[src/rtl/seradd_frame_driver_pkg.sv]
// Shared types and constants for the serial-adder frame driver.
package seradd_pkg;

  localparam int FRAME_W = 4;

  typedef logic [1:0] phase_t;

  typedef struct packed {
    logic [FRAME_W-1:0] sum;
    logic               ovf;
    logic               live;
  } result_t;

  localparam phase_t LOAD_PH = 2'd3;
  localparam phase_t OVF_PH  = 2'd1;

  function automatic logic [FRAME_W:0] frame_sum(input logic [FRAME_W-1:0] a,
                                                 input logic [FRAME_W-1:0] b);
    return {1'b0, a} + {1'b0, b};
  endfunction

endpackage

[src/rtl/seradd_frame_driver_if.sv]
// Operand handshake, serial adder lines and result beat of the frame driver.
interface seradd_frame_driver_if;
  import seradd_pkg::*;

  logic               op_valid;
  logic               op_ready;
  logic [FRAME_W-1:0] op_a;
  logic [FRAME_W-1:0] op_b;
  logic               LINE1;
  logic               LINE2;
  logic               OUTP;
  logic               OVERFLW;
  logic               res_valid;
  logic [FRAME_W-1:0] res_sum;
  logic               res_ovf;
  logic               res_err;

  modport master (
    output op_valid, op_a, op_b, OUTP, OVERFLW,
    input  op_ready, LINE1, LINE2, res_valid, res_sum, res_ovf, res_err
  );

  modport slave (
    input  op_valid, op_a, op_b, OUTP, OVERFLW,
    output op_ready, LINE1, LINE2, res_valid, res_sum, res_ovf, res_err
  );

endinterface

[src/rtl/seradd_frame_driver_capture.sv]
// seradd_capture: collects the adder's registered sum bits by phase and
// publishes a completed frame (sum + overflow) once the overflow flag lands.
module seradd_capture
  import seradd_pkg::*;
(
  input  logic               clk,
  input  logic               rst_n,
  input  phase_t             ph,
  input  logic               outp,
  input  logic               overflw,
  input  logic               live,
  output logic               res_valid,
  output logic [FRAME_W-1:0] res_sum,
  output logic               res_ovf
);

  logic [FRAME_W-1:0] cap_en;
  logic [FRAME_W-1:0] sum_reg;
  logic               valid_reg;
  logic [FRAME_W-1:0] res_sum_reg;
  logic               res_ovf_reg;
  result_t            frame_c;

  // The adder's sum register lags the lines by one cycle, so bit k arrives at ph k+1.
  genvar gi;
  generate
    for (gi = 0; gi < FRAME_W; gi++) begin : g_cap
      assign cap_en[gi] = (ph == phase_t'((gi + 1) % FRAME_W));
    end
  endgenerate

  assign frame_c = '{sum: sum_reg, ovf: overflw, live: live};

  always_ff @(posedge clk or negedge rst_n) begin
    if (!rst_n) begin
      sum_reg     <= '0;
      valid_reg   <= 1'b0;
      res_sum_reg <= '0;
      res_ovf_reg <= 1'b0;
    end else begin
      for (int i = 0; i < FRAME_W; i++) begin
        if (cap_en[i]) sum_reg[i] <= outp;
      end
      valid_reg <= 1'b0;
      if (ph == OVF_PH) begin
        valid_reg <= frame_c.live;
        if (frame_c.live) begin
          res_sum_reg <= frame_c.sum;
          res_ovf_reg <= frame_c.ovf;
        end
      end
    end
  end

  assign res_valid = valid_reg;
  assign res_sum   = res_sum_reg;
  assign res_ovf   = res_ovf_reg;

endmodule

[src/rtl/seradd_frame_driver.sv]
// Word-to-serial frame driver for the 4-bit serial adder; optional result
// self-check enabled with the SERADD_CHECK_EN macro.
module seradd_frame_driver
  import seradd_pkg::*;
(
  input logic            clk,
  input logic            rst_n,
  seradd_frame_driver_if.slave bus
);

  phase_t             ph_reg;
  logic               hold_full_reg;
  logic [FRAME_W-1:0] hold_a_reg;
  logic [FRAME_W-1:0] hold_b_reg;
  logic [FRAME_W-1:0] shift_a_reg;
  logic [FRAME_W-1:0] shift_b_reg;
  logic               line1_reg;
  logic               line2_reg;
  logic               live_cur_reg;
  logic               live_prev_reg;

  logic               load_edge;
  logic               accept;
  logic               bypass;
  logic               load_hold;
  logic [FRAME_W-1:0] load_a;
  logic [FRAME_W-1:0] load_b;
  logic               load_live;

  logic               cap_valid;
  logic [FRAME_W-1:0] cap_sum;
  logic               cap_ovf;

  assign load_edge   = (ph_reg == LOAD_PH);
  assign accept      = bus.op_valid && !hold_full_reg;
  assign bypass      = load_edge && accept;
  assign load_hold   = load_edge && hold_full_reg;
  assign bus.op_ready = !hold_full_reg;

  always_comb begin
    load_a    = '0;
    load_b    = '0;
    load_live = 1'b0;
    if (load_hold) begin
      load_a    = hold_a_reg;
      load_b    = hold_b_reg;
      load_live = 1'b1;
    end else if (bypass) begin
      load_a    = bus.op_a;
      load_b    = bus.op_b;
      load_live = 1'b1;
    end
  end

  // Draining and refilling on the same edge leaves the new operand in hold.
  always_ff @(posedge clk or negedge rst_n) begin
    if (!rst_n) begin
      hold_full_reg <= 1'b0;
      hold_a_reg    <= '0;
      hold_b_reg    <= '0;
    end else begin
      if (load_hold) hold_full_reg <= 1'b0;
      if (accept && !bypass) begin
        hold_full_reg <= 1'b1;
        hold_a_reg    <= bus.op_a;
        hold_b_reg    <= bus.op_b;
      end
    end
  end

  always_ff @(posedge clk or negedge rst_n) begin
    if (!rst_n) begin
      ph_reg        <= '0;
      shift_a_reg   <= '0;
      shift_b_reg   <= '0;
      line1_reg     <= 1'b0;
      line2_reg     <= 1'b0;
      live_cur_reg  <= 1'b0;
      live_prev_reg <= 1'b0;
    end else begin
      ph_reg <= ph_reg + 2'd1;
      if (load_edge) begin
        line1_reg     <= load_a[0];
        line2_reg     <= load_b[0];
        shift_a_reg   <= load_a >> 1;
        shift_b_reg   <= load_b >> 1;
        live_cur_reg  <= load_live;
        live_prev_reg <= live_cur_reg;
      end else begin
        line1_reg   <= shift_a_reg[0];
        line2_reg   <= shift_b_reg[0];
        shift_a_reg <= shift_a_reg >> 1;
        shift_b_reg <= shift_b_reg >> 1;
      end
    end
  end

  assign bus.LINE1 = line1_reg;
  assign bus.LINE2 = line2_reg;

  seradd_capture u_capture (
    .clk       (clk),
    .rst_n     (rst_n),
    .ph        (ph_reg),
    .outp      (bus.OUTP),
    .overflw   (bus.OVERFLW),
    .live      (live_prev_reg),
    .res_valid (cap_valid),
    .res_sum   (cap_sum),
    .res_ovf   (cap_ovf)
  );

  assign bus.res_valid = cap_valid;
  assign bus.res_sum   = cap_sum;
  assign bus.res_ovf   = cap_ovf;

`ifdef SERADD_CHECK_EN
  logic [FRAME_W:0] exp_cur_reg;
  logic [FRAME_W:0] exp_prev_reg;
  logic             err_reg;

  // exp_prev stays stable until the next load edge, past the result strobe.
  always_ff @(posedge clk or negedge rst_n) begin
    if (!rst_n) begin
      exp_cur_reg  <= '0;
      exp_prev_reg <= '0;
      err_reg      <= 1'b0;
    end else begin
      if (load_edge) begin
        exp_cur_reg  <= frame_sum(load_a, load_b);
        exp_prev_reg <= exp_cur_reg;
      end
      if (cap_valid && ({cap_ovf, cap_sum} != exp_prev_reg)) err_reg <= 1'b1;
    end
  end

  assign bus.res_err = err_reg;
`else
  assign bus.res_err = 1'b0;
`endif

endmodule

[src/flat_wrapper.sv]
// flat-port wrapper written by rule: the top's interface ports become plain ports
module seradd_frame_driver_flat import seradd_pkg::*;
  (clk, rst_n, bus_op_valid, bus_op_a, bus_op_b, bus_OUTP, bus_OVERFLW, bus_op_ready, bus_LINE1, bus_LINE2, bus_res_valid, bus_res_sum, bus_res_ovf, bus_res_err);
  seradd_frame_driver_if bus_i ();
  input logic clk;
  input logic rst_n;
  input wire logic [$bits(bus_i.op_valid)-1:0] bus_op_valid;
  input wire logic [$bits(bus_i.op_a)-1:0] bus_op_a;
  input wire logic [$bits(bus_i.op_b)-1:0] bus_op_b;
  input wire logic [$bits(bus_i.OUTP)-1:0] bus_OUTP;
  input wire logic [$bits(bus_i.OVERFLW)-1:0] bus_OVERFLW;
  output wire logic [$bits(bus_i.op_ready)-1:0] bus_op_ready;
  output wire logic [$bits(bus_i.LINE1)-1:0] bus_LINE1;
  output wire logic [$bits(bus_i.LINE2)-1:0] bus_LINE2;
  output wire logic [$bits(bus_i.res_valid)-1:0] bus_res_valid;
  output wire logic [$bits(bus_i.res_sum)-1:0] bus_res_sum;
  output wire logic [$bits(bus_i.res_ovf)-1:0] bus_res_ovf;
  output wire logic [$bits(bus_i.res_err)-1:0] bus_res_err;
  assign bus_i.op_valid = bus_op_valid;
  assign bus_i.op_a = bus_op_a;
  assign bus_i.op_b = bus_op_b;
  assign bus_i.OUTP = bus_OUTP;
  assign bus_i.OVERFLW = bus_OVERFLW;
  assign bus_op_ready = bus_i.op_ready;
  assign bus_LINE1 = bus_i.LINE1;
  assign bus_LINE2 = bus_i.LINE2;
  assign bus_res_valid = bus_i.res_valid;
  assign bus_res_sum = bus_i.res_sum;
  assign bus_res_ovf = bus_i.res_ovf;
  assign bus_res_err = bus_i.res_err;
  seradd_frame_driver u_core (.clk(clk), .rst_n(rst_n), .bus(bus_i));
endmodule
[config.mk]
export PLATFORM = sky130hd
export DESIGN_NAME = seradd_frame_driver_flat
export DESIGN_NICKNAME = d
export VERILOG_FILES = /design/src/rtl/seradd_frame_driver_pkg.sv /design/src/rtl/seradd_frame_driver_if.sv /design/src/rtl/seradd_frame_driver_capture.sv /design/src/rtl/seradd_frame_driver.sv /design/src/flat_wrapper.sv
export SDC_FILE = /design/constraint.sdc
export NUM_CORES = 1
export LEC_CHECK = 0
export CORE_MARGIN = 2
export CORE_UTILIZATION = 40
export CTS_BUF_LIST = sky130_fd_sc_hd__clkbuf_8
export DETAILED_ROUTE_END_ITERATION = 12
export HOLD_SLACK_MARGIN = 0.12
export MAX_ROUTING_LAYER = met4
export PLACE_DENSITY_LB_ADDON = 0.2
export SETUP_SLACK_MARGIN = 0.2
export SYNTH_ARGS = -nofsm -noshare
export SYNTH_HDL_FRONTEND = slang
export SYNTH_SLANG_ARGS = --single-unit
[constraint.sdc]
create_clock -name clk -period 2.2 [get_ports clk]
set_input_delay 0.44 -clock clk [delete_from_list [all_inputs] [get_ports clk]]
set_output_delay 0.44 -clock clk [all_outputs]
set_load 0.02 [all_outputs]
# Word-level counts from Yosys, hierarchy flattened

Cells that the tools add are included.

Equal/unequal tests: 3
$add $sub $neg: 1
Reduce and logical (&&, ||, !) cells: 9
Multiplexer cells: 13

Operators with widths:

| cell                                                | count |
|---|---|
| two-way mux 4 bit                                   | 4 |
| two-way mux 1 bit                                   | 7 |
| two-way mux 3 bit                                   | 2 |
| equality test 2 bit, second input constant          | 2 |
| logical AND 1 bit                                   | 4 |
| adder 2 x 1 -> 2 bit, second input constant         | 1 |
| equality test 2 x 1 -> 1 bit, second input constant | 1 |
| logical NOT 1 bit                                   | 2 |
| logical NOT 2 bit                                   | 1 |
| AND reduction 2 bit                                 | 1 |
| nonzero test 2 bit                                  | 1 |

Word-level logic and storage cells: 43
Flip-flop bits (word level): 31
Output and inout bits: 10
Input bits: 13

# Depth between registers and ports, before layout

Gate-level depths: netlist of run 1.

Word-level depth: 6
Gate-level depth with buffers: 5
Gate-level depth less buffers: 4

# Hierarchy

A second synthesis of run 1 with hierarchy kept.

Cell total of the unflattened synthesis: 100
Area total of the unflattened synthesis: 1287.5 um2

Modules (own cells, without submodules):

| module              | times used | sequential area each (um2) | cells each | area each (um2) |
|---|---|---|---|---|
| seradd_frame_driver | 1          | 525.5                      | 75         | 892.1 |
| seradd_capture      | 1          | 250.2                      | 25         | 395.4 |

# Worst setup path before layout of run 1

OpenSTA, ideal clock, no wires.

Kind: flip-flop to flip-flop
From: reg u_core.ph_reg[0]
To: reg u_core.hold_a_reg[0]
Required time: 2.075 ns
Cell stages (with the launch flop): 4
Setup slack: 0.771 ns
Library setup time: 0.125 ns
Clock period less this slack: 1.429 ns
Path buffers: 0
Data arrival time: 1.305 ns
Cells stage by stage: dfrtp_1 -> ha_1 -> nor3b_4 -> mux2_2

Longest elaborated chain between the ends: 4

RTL lines:

| what                     | line                      | source |
|---|---|---|
| start: declaration       | seradd_frame_driver.sv:11 | `phase_t ph_reg;` |
| start signal: assignment | seradd_frame_driver.sv:81 | `ph_reg <= ph_reg + 2'd1;` |
| equality test 2 bit      | seradd_frame_driver.sv:34 | `assign load_edge = (ph_reg == LOAD_PH);` |
| logical AND 1 bit        | seradd_frame_driver.sv:36 | `assign bypass = load_edge && accept;` |
| logical NOT 1 bit        | seradd_frame_driver.sv:63 | `if (accept && !bypass) begin` |
| logical AND 1 bit        | seradd_frame_driver.sv:63 |  |
| end signal: assignment   | seradd_frame_driver.sv:65 | `hold_a_reg <= bus.op_a;` |
| end: declaration         | seradd_frame_driver.sv:13 | `logic [FRAME_W-1:0] hold_a_reg;` |

No other way between the ends.
A chain may end at the register's enable or synchronous reset.

# Worst setup path in the final report of run 1

From: reg u_core.hold_full_reg
To: out bus_op_ready

Longest elaborated chain between the ends: 1

RTL lines:

| what                     | line                      | source |
|---|---|---|
| start: declaration       | seradd_frame_driver.sv:12 | `logic hold_full_reg;` |
| start signal: assignment | seradd_frame_driver.sv:58 | `hold_full_reg <= 1'b0;` |
| start signal: assignment | seradd_frame_driver.sv:62 | `if (load_hold) hold_full_reg <= 1'b0;` |
| start signal: assignment | seradd_frame_driver.sv:64 | `hold_full_reg <= 1'b1;` |
| logical NOT 1 bit        | seradd_frame_driver.sv:38 | `assign bus.op_ready = !hold_full_reg;` |
| end: declaration         | flat_wrapper.sv:12        | `output wire logic [$bits(bus_i.op_ready)-1:0] bus_op_ready;` |

No other way between the ends.

==> out/results.ini, run 1 <==
[clock_tree]
insertion_delay_ps = 270
htree_num_levels = 2
cts_tree = yes
post_cts.repair.setup_buffers = 0
cts_sinks = 31
cts.clk_slew.worst_paths_ps = 50
cts_buffer_depth = 2
cts-root-buf = clkbuf_8
post_cts_resized = 0
holdBufCountCts = 0
cts_buffers = 5

[run_status]
status = finished clean

[yosys]
synth_top_area_cell = dfrtp_1
avgSynthCellArea_um2 = 12.91
yosys-top-cells-area = dfrtp_1 (60%), mux2_2 (16%), nand3b_1 (4.7%), ha_1 (3.9%), a31oi_1 (2.9%)
ys_ff_latch = 31
syn-num-nets = 117
syn_area_mm2 = 0.001291
yosys_warnings = 0
syn_inst = 100
yosysSeqAreaShare = 0.6008
synth.distinct_cells = 16
synth_top_area_frac = 0.6008

[routing]
vias_per_cell = 4.722
ant_nets = 0
drc = 0
route.final.wire_length_um = 2042
dr.pass1.iters = 4
wl_per_cell_um = 12.08
drt_iter0_markers = 15
num_vias = 798

[die]
rows = 20
die_y_um = 60.82
io-pin-count = 23
fp.dieW_um = 60.82
start_util = 0.4230
die-area_mm2 = 0.003698
core_area_mm2 = 0.003053

[cells_and_area]
area_delta_synth_final_pct = 25.39
layout_commonest_cell = dfrtp_1
multiInputGateArea_um2 = 460.4
seqCellArea_um2 = 775.7
fillCellCount = 292
final_cell_count_no_fill = 169
drive_above_1_share = 0.2240
final_cell_mix = dfrtp_1 (31), clkdlybuf4s50_1 (21), mux2_2 (18)
fin_nets = 143
n_antenna_cell = 0

[placed_design]
hpwl_um = 1429
gp_congestion = 0.7157
placed_cells_incl_taps = 163
numPortBuffers = 21

[setup_path]
crit_type = register to primary output
worst-path-max-fanout = 2
critical_path_arrival_ps = 1280
regToRegSetupSlack_ps = 620
startpoint_type = register
cp.required_ps = 1760
cp-end-kind = primary output

[global_route]
track_usage = 0.1454
antenna_found_initial = 0
grt_max_degree = 32
gr-total-overflow = 0
grt_pass1_wl_um = 3629
grt_pass1_vias = 835

[sta]
max_freq_ghz = 0.5809
rsz0062_at_grt = no
finalHoldViolations = 0
final.setup.tns_ps = 0
period_share = 0.7824
setup_violations = 0
min_period_ps = 1721
skew_ps = 5.061
slew_violations = 0

[power_and_ir_drop]
p_leak_nw = 0.6963
vdd_drop_max_mv = 0.4285
power_density_mw_per_mm2 = 711.7

[job]
drv_cap = 0

[min_path]
min-delay-path-class = register to register

through the flow:
step / setup slack, ps / utilization / power, mW / area, µm² / hold WS, ps
2_1_floorplan: 770.5 / - / 0.7187 / 1291 / 144.4
3_3_place_gp: 349.3 / 0.5066 / 0.7848 / 1546 / 478.8
3_5_place_dp: 329.9 / 0.5066 / 0.7908 / 1546 / 493.6
4_1_cts: 458.6 / 0.5303 / 1.170 / 1619 / 505.8
5_1_grt: 423.9 / 0.5303 / 1.216 / 1619 / 519.3
6_report: 478.6 / 0.5303 / 1.152 / 1619 / 500.2
critical path, cell delays in order, from the launching register on:
cell and delay [ps]:
dfrtp_1 370, inv_1 50, clkdlybuf4s50_1 590
where the power goes:
part           internal (mW)  switching [mW]  total, mW
combinational         0.0797          0.0646      0.144
sequential             0.615          0.0184      0.633
clock                  0.205           0.169      0.374
layer usage:
layer,vias to the layer above,track usage,wire length [µm]
met2,16,0.2227,997
met3,2,0.05757,98
met5,-,-,0
li1,382,-,-
met4,0,0.06522,22
met1,398,0.1680,924
Yosys cell counts, drive strengths merged:
library cell / count
clkbuf: 1
dfrtp: 31
nand2: 9
nor3b: 1
conb: 1
a21boi: 2
mux2: 18
a31oi: 6
inv: 4
nand3b: 8
nor2: 9
a21oi: 1
ha: 4
buf: 5
worst paths after layout:
path,from,end,cells after the start
setup reg to reg,u_core.ph_reg[0]$_DFF_PN0_,u_core.hold_b_reg[0]$_DFFE_PN0P_,3
hold reg to reg,u_core.u_capture.res_ovf$_DFFE_PN0P_,u_core.u_capture.res_ovf$_DFFE_PN0P_,1
hold / removal,u_core.u_capture.res_ovf$_DFFE_PN0P_,u_core.u_capture.res_ovf$_DFFE_PN0P_,1
min in group asynchronous,rst_n,u_core.bus.LINE2$_DFF_PN0_,2
max in group asynchronous,rst_n,u_core.u_capture.sum_reg[3]$_DFFE_PN0N_,2
setup / recovery,u_core.hold_full_reg$_DFFE_PN0P_,bus_op_ready,2
cells by family (layout without fill, tap and decap cells):
family / Yosys count / after routing / share of synthesized area
flip-flops: 31 / 31 / 0.6008
adder cells (fa/ha/maj): 4 / 4 / 0.03876
other: 1 / 1 / 0.002904
multiplexers: 18 / 18 / 0.1570
buffers and inverters: 10 / 35 / 0.04263
AND/OR/NAND/NOR: 27 / 27 / 0.1134
AO/OA/AOI/OAI: 9 / 9 / 0.04457
area by class of cell:
class	instances	area share
flip-flops and latches	31	0.4791
multi-input cells	59	0.2844
repair buffers	25	0.1484
clock buffers	5	0.04250
well taps	44	0.03400
inverters	4	0.009274
clock inverters	1	0.002318
(Power assumes the default switching activity.)
==> run 2, diff against run 1 <==
- clock period: 2.2 -> 1.79 ns (I/O delays scaled with it)
==> out/results.ini, run 2 (synthesized netlist as in run 1, its figures left out) <==
[power_and_ir_drop]
pwr-share-seq = 0.544  ; -0.006
p_comb_frac = 0.124  ; about the same
power_density_mw_per_mm2 = 867.7  ; +22%
swShare = 0.2280  ; +0.008894
total_power_mw = 1.432  ; +24%
power_frac_clock = 0.332  ; +0.007
vdd_drop_max_mv = 0.4446  ; +3.8%
p_leak_nw = 0.7823  ; +12%
intPower_mw = 1.106  ; +23%
switchingPower_mw = 0.3264  ; +29%

[routing]
num_vias = 797  ; -0.13%
route.final.wire_length_um = 2086  ; +2.2%
wl_per_cell_um = 12.20  ; +0.96%
drc = 0  ; unchanged
ant_nets = 0  ; unchanged
dr.pass1.iters = 2  ; -2
drt_iter0_markers = 16  ; +1
vias_per_cell = 4.661  ; -1.3%

[die]
start_util = 0.4230  ; unchanged
die_y_um = 60.82  ; unchanged
rows = 20  ; unchanged
core_area_mm2 = 0.003053  ; unchanged
die-area_mm2 = 0.003698  ; unchanged
io-pin-count = 23  ; unchanged
fp.dieW_um = 60.82  ; unchanged

[setup_path]
worstPathCellList = clkdlybuf4s50_1
cp.required_ps = 1430  ; -330 ps
worst-path-max-fanout = 1  ; -1
startpoint_type = register
crit_type = register to primary output
worst-path-buf-inv = 1  ; -1
critical_path_arrival_ps = 1200  ; -80 ps
cp-end-kind = primary output
rr_worst_depth = 4  ; +1
regToRegSetupSlack_ps = 320  ; -300 ps
cp_top_family = buffers and inverters
slowest_delay_ps = 590  ; about the same
reg2reg_from = u_core.ph_reg[0]$_DFF_PN0_
worst_path_max_delay_cell = clkdlybuf4s50_1
timing.rr.end = u_core.hold_a_reg[1]$_DFFE_PN0P_

[cells_and_area]
fillCellCount = 275  ; -5.8%
fin_nets = 145  ; +1.4%
final_cell_count_no_fill = 171  ; +1.2%
stdcell_area_mm2 = 0.001650  ; +1.9%
area_delta_synth_final_pct = 27.81
final_cell_mix = dfrtp_1 (31), mux2_2 (18), clkdlybuf4s50_1 (13)
n_antenna_cell = 0  ; unchanged
layout_commonest_cell = dfrtp_1
drive_above_1_share = 0.2362  ; +0.01222

[sta]
slew_violations = 0  ; unchanged
finalHoldViolations = 0  ; unchanged
period_share = 0.8678
min_period_ps = 1553
hold_ws_ps = 460.4  ; -39.78 ps
skew_ps = 4.276  ; -0.7856 ps
fin_ws_ps = 236.7  ; -241.9 ps
rsz0062_at_grt = no
setup_violations = 0  ; unchanged
max_freq_ghz = 0.6438

[placed_design]
dp_slack_ps = -22.12  ; -352.0 ps
postPlaceCellArea_mm2 = 0.001546  ; unchanged
numPortBuffers = 21  ; unchanged
hpwl_um = 1419  ; -0.69%
gp_congestion = 0.7080  ; -1.1%
placed_cells_incl_taps = 163  ; unchanged

[job]
drv_cap = 0  ; unchanged

[clock_tree]
cts_sinks = 31  ; unchanged
holdBufCountCts = 0  ; unchanged
cts_buffer_depth = 2  ; unchanged
htree_num_levels = 2  ; unchanged
cts_buffers = 5  ; unchanged
cts-root-buf = clkbuf_8
insertion_delay_ps = 280  ; about the same
cts_tree = yes
cts.clk_slew.worst_paths_ps = 60  ; about the same

[global_route]
grt_pass1_wl_um = 3677  ; +1.3%
antenna_found_initial = 0  ; unchanged
track_usage = 0.1486  ; +0.003220
grt_max_degree = 32  ; unchanged
gr-total-overflow = 0  ; unchanged
grt_pass1_vias = 828  ; -0.84%

[run_status]
status = finished clean

[min_path]
min-delay-path-class = input pin to async pin

==> run 2: cell count changes in the layout (fill, tap and decap cells not counted) <==
cell	change
buf_4	+2
dlymetal6s2s_1	+7
clkdlybuf4s50_1	-8
dlygate4sd2_1	+1
==> run 2: what timing repair did <==
action / 4_1_cts / 5_1_grt
setup endpoints to repair: 3 / 7
gates resized for setup: 1 / 7
pin swaps: 1 / 0
buffers inserted: 2 / 0
==> run 2: metal layers <==
layer	up-vias	share of wire	GRT usage
li1	386	-	-
met5	-	0	-
met2	18	0.47	0.2197
met1	388	0.45	0.1708
met3	5	0.061	0.06610
met4	0	0.024	0.07453
==> run 2: area by class of cell <==
type	count	area, µm²	share of cell area
tap	44	55.05	0.03336
multi-input combinational	59	460.4	0.2790
sequential	31	775.7	0.4701
clock buffer	5	68.82	0.04170
clock inverter	1	3.754	0.002274
timing repair buffer	27	271.5	0.1645
inverter	4	15.01	0.009098
==> run 2: worst max path at each step <==
stage,slack (ps),end,cells past startpoint,from
5_1_grt,210,bus_LINE2,1,u_core.bus.LINE2$_DFF_PN0_
6_report,240,bus_LINE2,1,u_core.bus.LINE2$_DFF_PN0_
4_1_cts,200,bus_res_sum[3],1,u_core.u_capture.res_sum[3]$_DFFE_PN0P_
3_5_place_dp,-20,u_core.hold_a_reg[1]$_DFFE_PN0P_,3,bus_op_valid
2_1_floorplan,360,u_core.hold_a_reg[0]$_DFFE_PN0P_,3,u_core.ph_reg[0]$_DFF_PN0_
3_3_place_gp,30,u_core.hold_a_reg[3]$_DFFE_PN0P_,3,bus_op_valid
==> run 2: power by group through the flow <==
| stage | logic (mW) | clock network (mW) | registers, mW |
|---|---|---|---|
| global placement | 0.175 | 0 | 0.789 |
| CTS | 0.182 | 0.487 | 0.779 |
| global route | 0.197 | 0.528 | 0.786 |
| floorplan | 0.0803 | 0 | 0.803 |
| detailed placement | 0.179 | 0 | 0.792 |
| finish | 0.177 | 0.476 | 0.779 |
==> run 2: stage by stage <==
stage | utilization | setup TNS [ps]
floorplan | - | 0
global placement | 0.5066 | 0
detailed placement | 0.5066 | -98.13
CTS | 0.5348 | 0
global route | 0.5406 | 0
finish | 0.5406 | 0
